## src/rtl/seg_display_scanner_pkg.sv

```systemverilog
// seg_display_pkg: segment vector type, blank pattern and hex decode table for 7-segment displays.
package seg_display_pkg;
    typedef logic [6:0] seg_t;
    localparam seg_t SEG_BLANK = 7'h7F;
    localparam seg_t SEG_TABLE [16] = '{
        7'h40, 7'h79, 7'h24, 7'h30, 7'h19, 7'h12, 7'h02, 7'h78,
        7'h00, 7'h10, 7'h08, 7'h03, 7'h46, 7'h21, 7'h06, 7'h0E
    };
    function automatic seg_t hex_seg(input logic [3:0] nib);
        return SEG_TABLE[nib];
    endfunction
endpackage

```

## src/rtl/seg_display_scanner_if.sv

```systemverilog
// seg_display_scanner_if: value/load request side and multiplexed segment/anode drive of the scanner.
interface seg_display_scanner_if #(
    parameter int NUM_DIGITS = 4
) ();
    logic [4*NUM_DIGITS-1:0] value;
    logic                    load;
    logic [NUM_DIGITS-1:0]   dp_in;
    logic                    blank_en;
    logic [6:0]              seg;
    logic                    dp;
    logic [NUM_DIGITS-1:0]   an;
    modport master (output value, load, dp_in, blank_en, input seg, dp, an);
    modport slave (input value, load, dp_in, blank_en, output seg, dp, an);
endinterface

```

## src/rtl/seg_display_scanner_hex_to_seg.sv

```systemverilog
// hex_to_seg: combinational nibble to active-low {g..a} segment pattern.
module hex_to_seg
    import seg_display_pkg::*;
(
    input  logic [3:0] nib,
    output seg_t       seg
);
    assign seg = hex_seg(nib);
endmodule

```

## src/rtl/seg_display_scanner.sv

```systemverilog
// seg_display_scanner: double-buffered, dead-timed multiplexer of a packed hex value onto one 7-segment bus.
module seg_display_scanner
    import seg_display_pkg::*;
#(
    parameter int NUM_DIGITS  = 4,
    parameter int REFRESH_DIV = 50000,
    parameter int DEAD_CYCLES = 500
) (
    input logic clk,
    input logic rst_n,
    seg_display_scanner_if.slave bus
);
    localparam int PW = $clog2(REFRESH_DIV);
    localparam int IW = NUM_DIGITS > 1 ? $clog2(NUM_DIGITS) : 1;
    localparam logic [PW-1:0] P_MAX = PW'(REFRESH_DIV - 1);
    localparam logic [PW-1:0] P_DEAD = PW'(DEAD_CYCLES);
    localparam logic [IW-1:0] I_MAX = IW'(NUM_DIGITS - 1);

    logic [PW-1:0]                 pre;
    logic [IW-1:0]                 idx;
    logic [NUM_DIGITS-1:0][3:0]    act, pend;
    logic [NUM_DIGITS-1:0]         act_dp, pend_dp;
    logic                          pend_f;
    logic [NUM_DIGITS:0]           lz;
    logic                          wrap, bnd, dark;
    seg_t                          dec;

    assign wrap = pre == P_MAX;
    assign bnd  = wrap && idx == I_MAX;

    // lz[i]: digit i and every more-significant digit are zero
    always_comb begin
        lz = '0;
        lz[NUM_DIGITS] = 1'b1;
        for (int i = NUM_DIGITS - 1; i >= 0; i--)
            lz[i] = lz[i+1] && act[i] == 4'h0;
    end

    assign dark = pre < P_DEAD || (bus.blank_en && idx != '0 && lz[idx]);

    hex_to_seg u_dec (.nib(act[idx]), .seg(dec));

    always_ff @(posedge clk or negedge rst_n) begin
        if (!rst_n) begin
            pre     <= '0;
            idx     <= '0;
            act     <= '0;
            act_dp  <= '0;
            pend    <= '0;
            pend_dp <= '0;
            pend_f  <= 1'b0;
            bus.seg <= SEG_BLANK;
            bus.dp  <= 1'b1;
            bus.an  <= '1;
        end else begin
            pre <= wrap ? '0 : pre + 1'b1;
            if (wrap)
                idx <= idx == I_MAX ? '0 : idx + 1'b1;
            // a load in the boundary cycle bypasses the pending buffer
            if (bnd && (bus.load || pend_f)) begin
                act    <= bus.load ? bus.value : pend;
                act_dp <= bus.load ? bus.dp_in : pend_dp;
                pend_f <= 1'b0;
            end else if (bus.load) begin
                pend    <= bus.value;
                pend_dp <= bus.dp_in;
                pend_f  <= 1'b1;
            end
            bus.an  <= dark ? '1 : ~(NUM_DIGITS'(1) << idx);
            bus.seg <= dark ? SEG_BLANK : dec;
            bus.dp  <= dark ? 1'b1 : ~act_dp[idx];
        end
    end
endmodule

```

## src/flat_wrapper.sv

```systemverilog
// flat-port wrapper written by rule: the top's interface ports become plain ports
module seg_display_scanner_flat import seg_display_pkg::*;
#(
    parameter int NUM_DIGITS  = 4,
    parameter int REFRESH_DIV = 50000,
    parameter int DEAD_CYCLES = 500
)
  (clk, rst_n, bus_value, bus_load, bus_dp_in, bus_blank_en, bus_seg, bus_dp, bus_an);
  seg_display_scanner_if #(.NUM_DIGITS(NUM_DIGITS)) bus_i ();
  input logic clk;
  input logic rst_n;
  input wire logic [$bits(bus_i.value)-1:0] bus_value;
  input wire logic [$bits(bus_i.load)-1:0] bus_load;
  input wire logic [$bits(bus_i.dp_in)-1:0] bus_dp_in;
  input wire logic [$bits(bus_i.blank_en)-1:0] bus_blank_en;
  output wire logic [$bits(bus_i.seg)-1:0] bus_seg;
  output wire logic [$bits(bus_i.dp)-1:0] bus_dp;
  output wire logic [$bits(bus_i.an)-1:0] bus_an;
  assign bus_i.value = bus_value;
  assign bus_i.load = bus_load;
  assign bus_i.dp_in = bus_dp_in;
  assign bus_i.blank_en = bus_blank_en;
  assign bus_seg = bus_i.seg;
  assign bus_dp = bus_i.dp;
  assign bus_an = bus_i.an;
  seg_display_scanner #(.NUM_DIGITS(NUM_DIGITS), .REFRESH_DIV(REFRESH_DIV), .DEAD_CYCLES(DEAD_CYCLES)) u_core (.clk(clk), .rst_n(rst_n), .bus(bus_i));
endmodule
```

## config.mk

```make
export PLATFORM = sky130hd
export DESIGN_NAME = seg_display_scanner_flat
export DESIGN_NICKNAME = d
export VERILOG_FILES = /design/src/rtl/seg_display_scanner_pkg.sv /design/src/rtl/seg_display_scanner_if.sv /design/src/rtl/seg_display_scanner_hex_to_seg.sv /design/src/rtl/seg_display_scanner.sv /design/src/flat_wrapper.sv
export SDC_FILE = /design/constraint.sdc
export NUM_CORES = 1
export LEC_CHECK = 0
export BUFFER_PORTS_ARGS = -buffer_cell sky130_fd_sc_hd__buf_2
export CORE_MARGIN = 1.5
export CORE_UTILIZATION = 55
export CTS_CLUSTER_DIAMETER = 80
export CTS_CLUSTER_SIZE = 40
export DETAILED_ROUTE_END_ITERATION = 10
export PLACE_DENSITY_LB_ADDON = 0.12
export SYNTH_ARGS = -nofsm -noshare
export SYNTH_HDL_FRONTEND = slang
export SYNTH_SLANG_ARGS = --single-unit
```

## constraint.sdc

```tcl
create_clock -name clk -period 2.47 [get_ports clk]
set_input_delay 0.3705 -clock clk [delete_from_list [all_inputs] [get_ports clk]]
set_output_delay 0.3705 -clock clk [all_outputs]
set_load 0.02 [all_outputs]
```

Yosys cells after proc, flatten, opt, wreduce, memory -nomap -nowiden --
Memory sizes are Yosys's and may differ from the RTL's. Index checks and enable logic that the tools add are counted. W data, S select, Z words.
Word-level totals: flip-flop bits (word level) 71, word-level logic and storage cells 61, memories kept 1, ROM bits 112, bits of input ports 24
Operators by class: reduce and logical (&&, ||, !) cells 15, bitwise gates (word level) 3, add/sub/neg operators 2, muxes and demuxes 17, equal/unequal tests 2, order comparisons 4, shift-type cells 1
Memory list:
- (name not given) | depth 16, width 7, read ports 1, clocked after memory_dff 0, wr ports 0, RTL line seg_display_scanner_pkg.sv:10 | return SEG_TABLE[nib];
Operators with widths (number):
- $mux W16 | 2
- $mux W7 | 3
- $add A16 B1 Y16 const B | 1
- $eq A16 B16 Y1 const B | 1
- $logic_not A4 Y1 | 4
- $lt A16 B9 Y1 const B | 1
- $mux W4 | 3
- $bmux W4 S2 | 1
- $logic_and A1 B1 Y1 | 7
- $ge A5 B5 Y1 const B | 1
- $mux W1 | 5
- $not A4 Y5 | 1
- $bmux W1 S2 | 2
- $lt A2 B4 Y1 const B | 1
- $not A4 Y4 | 1
- $reduce_bool A2 Y1 | 2
- $shl A1 B2 Y4 const A | 1
- $lt A2 B3 Y1 const B | 1
- $add A2 B1 Y2 const B | 1
- $eq A2 B2 Y1 const B | 1
- $logic_or A1 B1 Y1 | 2
- $mux W2 | 1
- $not A1 Y1 | 1

Depth between registers and ports, before layout --
word-level depth 9, gate-level depth with buffers 8, depth with buffers taken out 6

Cells and area by module --
A second synthesis with hierarchy kept.
Unflattened totals: cell total of the unflattened synthesis 295, area total of the unflattened synthesis 3584.7 um^2
By module, submodules not included:
- seg_display_scanner | instances 1, area an instance 3315.7 um^2, cells each 262, sequential area each 1791.7 um^2
- hex_to_seg | instances 1, area an instance 269.0 um^2, cells each 33, sequential area each 0.0 um^2

Worst setup path after synthesis --
OpenSTA, ideal clock, no wires.
path type reg-to-reg, from reg u_core.pre[7], to reg u_core.pend[0] in the netlist's numbering, period minus slack after synthesis 2.214 ns, path slack 0.256 ns, data arrival time 2.089 ns, stages on the path, launching flop included 8, data required time 2.345 ns, path through dfrtp_1 -> or4b_1 -> nor4_4 -> and3b_1 -> buf_2 -> nor2b_2 -> buf_6 -> mux2_4
On the way: longest elaborated chain between the ends 3
Ends and longest elaborated chain:
- from (decl) | RTL line seg_display_scanner.sv:19 | logic [PW-1:0] pre;
- from (signal assigned) | RTL line seg_display_scanner.sv:56 | pre <= wrap ? '0 : pre + 1'b1;
- $eq A16 B16 Y1 | RTL line seg_display_scanner.sv:28 | assign wrap = pre == P_MAX;
- $logic_and A1 B1 Y1 | RTL line seg_display_scanner.sv:29 | assign bnd = wrap && idx == I_MAX;
- $logic_and A1 B1 Y1 | RTL line seg_display_scanner.sv:60 | if (bnd && (bus.load || pend_f)) begin
- to (signal assigned) | RTL line seg_display_scanner.sv:65 | pend <= bus.value;
- to (decl) | RTL line seg_display_scanner.sv:21 | logic [NUM_DIGITS-1:0][3:0] act, pend;
No other way between the ends. A chain may end at the register's enable or synchronous reset.

Worst setup path after layout --
from reg u_core.pre[4], to reg u_core.pend[13] in the netlist's numbering
The elaborated chain is that of the path after synthesis.

==> metrics.md <==
| Metric | Value |
|---|---|
| First-pass GRT wire length | about 10000 um |
| Measured slew at the worst slew-check pin | 0.854 ns |
| Via density | 5.45 |
| Largest stage delay, worst path | 0.57 ns |
| Adder-Cell Fraction of Synth Area | 3.96% |
| Port Buffers | 35 |
| Initial Util | 57.7% |
| Max-slew violation count | 0 |
| Total number of vias | 2235 |
| Post-Syn Instances | 294 |
| Pin count of the biggest net entering global routing | 48 |
| Cts bufs inserted | 9 |
| Post-synthesis sequential area ratio | 51.5% |
| Yosys reg bits | 71 |
| Crit path DAT | 2.49 ns |
| CP endpoint kind | flip-flop |
| Power Density | around 570 nW/um^2 |
| Synth cell types | 41 |
| CP startpoint kind | flip-flop |
| ANT cells | 0 |
| DRT antenna net count | 0 |
| Netlist Area Pre-Place | around 3500 um^2 |
| Fmax | 0.440 GHz |
| Total Power | 2.24 mW |
| RSZ-0062 raised after global routing | false |
| DPL Wire Length | around 4300 um |
| Setup Skew | 0.00870 ns |
| Xor/xnor share of the synthesized area | under 10% |
| Combinational power share | slightly below 7% |
| Seq pwr share | 54.3% |
| Die Width | 82.5 um |
| Max VDD drop | 301 uV |
| Main combinational cell family by area after synthesis | multiplexers |
| Post-CTS sizing | 0 |
| Initial antenna violation count | 0 |
| Final Hold Violating Endpoints | 0 |
| Starting DRT DRC Count | 116 |
| Net Switching | 0.481 mW |
| Crit-path cells | or4b_1, nor4_4, and3b_1, nor2b_2, buf_4, mux2_4 |
| Minimum clock period after layout | 2.27 ns |
| Worst-path fanout max | 20 |
| Pint | 1.76 mW |
| DRC | 0 |
| Global placement routability congestion | 0.784 |
| Tcrit/Tclk final | 92.0% |
| NumNets Final | 365 |
| Die H | 82.5 um |
| CP required | roughly 2.7 ns |
| Routed WL per cell | 15.2 um |
| Simple logic cell fraction of the synthesized area | 12.4% |
| Fraction of layout cells with a size suffix above 1 | between 20% and 30% |
| Synth Area in Compound Gates | 7.52% |
| Fin Setup TNS | 0 ns |
| CTS tree | built |
| Root buf cell | clkbuf_8 |
| Net switching fraction of the power | 21.5% |
| Die footprint | 6810 um^2 |
| Clock Sinks | 71 |
| Area Overhead vs Synth | 12.4% |
| Clock tree buffer depth | 2 |
| CTS H-tree lvls | 3 |
| Num rows | 28 |
| Worst-Skew Late Latency | 0.34 ns |
| Non-filler cells, final | between 400 and 500 |
| GR Util All Layers | 21.0% |
| Core ar. | 6030 um^2 |
| Placement Setup Slack | 0.199 ns |
| Final WL | about 6200 um |
| Clock Power Share | between 30% and 40% |
| Setup CP Type | reg -> reg |
| Syn nets | 329 |
| Placed Instances | 394 |
| Number of max-cap violations | 0 |
| Run status | complete, no violations |
| Syn_area_per_cell | around 12 um^2 |
| Final worst slack | 0.198 ns |
| CP max stage cell | or4b_1 |
| Number of global-route vias before repair | 2197 |
| Post-CTS Setup Bufs | 0 |
| DRT Pass-1 Iters | 4 |
| Clk pin slew, worst setup/hold paths | 0.07 ns |
| YS warnings | 0 |
| Normalized max-slew margin | between 40% and 50% |
| I/O Pins | 36 |
| Grt total ovfl | 0 |
| CTS Hold Bufs | 0 |
| Hold crit path type | in -> async |
| Final-report setup violation count | 0 |
| Leak | between 1.5 and 2 nW |
| Mux cell area share after synthesis | 18.8% |
layout make-up:
cell class	instances	area, um^2
tap	75	93.8
clock buffer	16	190
multi-input combinational	201	1580
fill	479	2120
timing repair buffer	40	225
inverter	7	26.3
sequential	71	1790
metrics by stage:
| step | hold slack [ns] | utilization, % | cell area, um^2 |
|---|---|---|---|
| floorplan | 0.0749 | - | 3480 |
| global placement | 0.390 | 61.7 | 3720 |
| detailed placement | 0.388 | 61.7 | 3720 |
| CTS | 0.0242 | 64.9 | 3910 |
| global route | 0.0625 | 64.9 | 3910 |
| finish | 0.0215 | 64.9 | 3910 |
layer usage:
layer	routed length [um]	global-route usage (%)
met1	2950	27.4
met2	3020	33.7
met3	164	4.29
met4	83	9.50
met5	0	0
state kept, by name (all words and copies together), names as in the netlist:
| register | flops |
|---|---|
| u_core.act | 16 |
| u_core.act_dp | 4 |
| u_core.bus.an | 4 |
| u_core.bus.dp | 1 |
| u_core.bus.seg | 7 |
| u_core.idx | 2 |
| u_core.pend | 16 |
| u_core.pend_dp | 4 |
| u_core.pend_f | 1 |
| u_core.pre | 16 |
cell usage after synthesis:
master	instances	area, um^2
nand3_1	8	40.0
nand4_1	3	18.8
and2_1	2	12.5
mux2_4	20	300
mux2_2	1	11.3
buf_1	1	3.75
nor2b_2	1	8.76
xor2_1	7	61.3
clkbuf_1	6	22.5
dfrtp_1	59	1480
nor4_1	5	31.3
mux4_2	5	113
nand3b_1	1	7.51
inv_1	7	26.3
and3_1	3	18.8
nand2b_1	3	18.8
a21bo_2	1	10.0
nor3b_1	2	15.0
nor2_1	28	105
nor4_4	1	21.3
buf_6	2	22.5
a31oi_1	1	6.26
or4_4	1	11.3
a211oi_1	1	7.51
o221ai_1	1	8.76
nand2_1	20	75.1
dfstp_2	12	315
buf_2	6	30.0
a311oi_1	1	8.76
nor2b_1	1	6.26
a21oi_1	26	130
o211ai_1	5	37.5
and3b_1	1	8.76
o21ai_0	7	35.0
nor3_1	2	10.0
or3_1	2	12.5
or4b_1	1	10.0
o2111ai_1	2	17.5
xnor2_1	4	35.0
mux2i_1	23	230
ha_1	11	138
power groups by stage:
stage / Sequential (mW) / Clock [mW] / Combinational, mW
floorplan: 1.23 / 0 / 0.0964
global placement: 1.23 / 0 / 0.153
detailed placement: 1.23 / 0 / 0.157
CTS: 1.22 / 0.895 / 0.158
global route: 1.22 / 0.940 / 0.171
finish: 1.22 / 0.870 / 0.154
final timing paths:
| kind | start | endpoint | slack (ns) | depth (start not counted) |
|---|---|---|---|---|
| worst max-delay path | u_core.pre[4] | u_core.pend[13] | 0.20 | 6 |
| worst min-delay path | rst_n | u_core.pre[8] | 0.02 | 1 |
| max in group asynchronous | rst_n | u_core.act[15] | 1.81 | 2 |
| worst min register to register | u_core.pre[0] | u_core.pre[0] | 0.49 | 1 |
| worst max register to register | u_core.pre[4] | u_core.pend[13] | 0.20 | 6 |
| min in group clk | bus_value[12] | u_core.pend[12] | 0.27 | 2 |
layout by cell type (no fill, tap or decap), drive strengths merged, types with 2 or more instances in the layout:
cell and instances:
a21oi 26, and2 2, and3 3, buf 40
clkbuf 16, dfrtp 59, dfstp 12, ha 11
inv 7, mux2 21, mux2i 23, mux4 5
nand2 20, nand2b 3, nand3 8, nand4 3
nor2 28, nor2b 2, nor3 2, nor3b 2
nor4 6, o2111ai 2, o211ai 5, o21ai 7
or3 2, xnor2 4, xor2 7
cell families (layout without fill, tap and decap cells):
kind of cell | Yosys count | count (layout)
xor gates and xnor gates | 11 | 11
buffers and inverters | 22 | 63
muxes | 49 | 49
DFF | 71 | 71
and+or+nand+nor | 85 | 85
AOI/OAI and AO/OA | 45 | 45
adders and majority gates | 11 | 11
worst max-delay path, delay by kind of cell (launching register included):
family	cells	cell delay, ns
buffers and inverters	1	0.25
flip-flops	1	0.42
AND/OR/NAND/NOR	4	1.14
multiplexers	1	0.34
(Power assumes the default switching activity.)
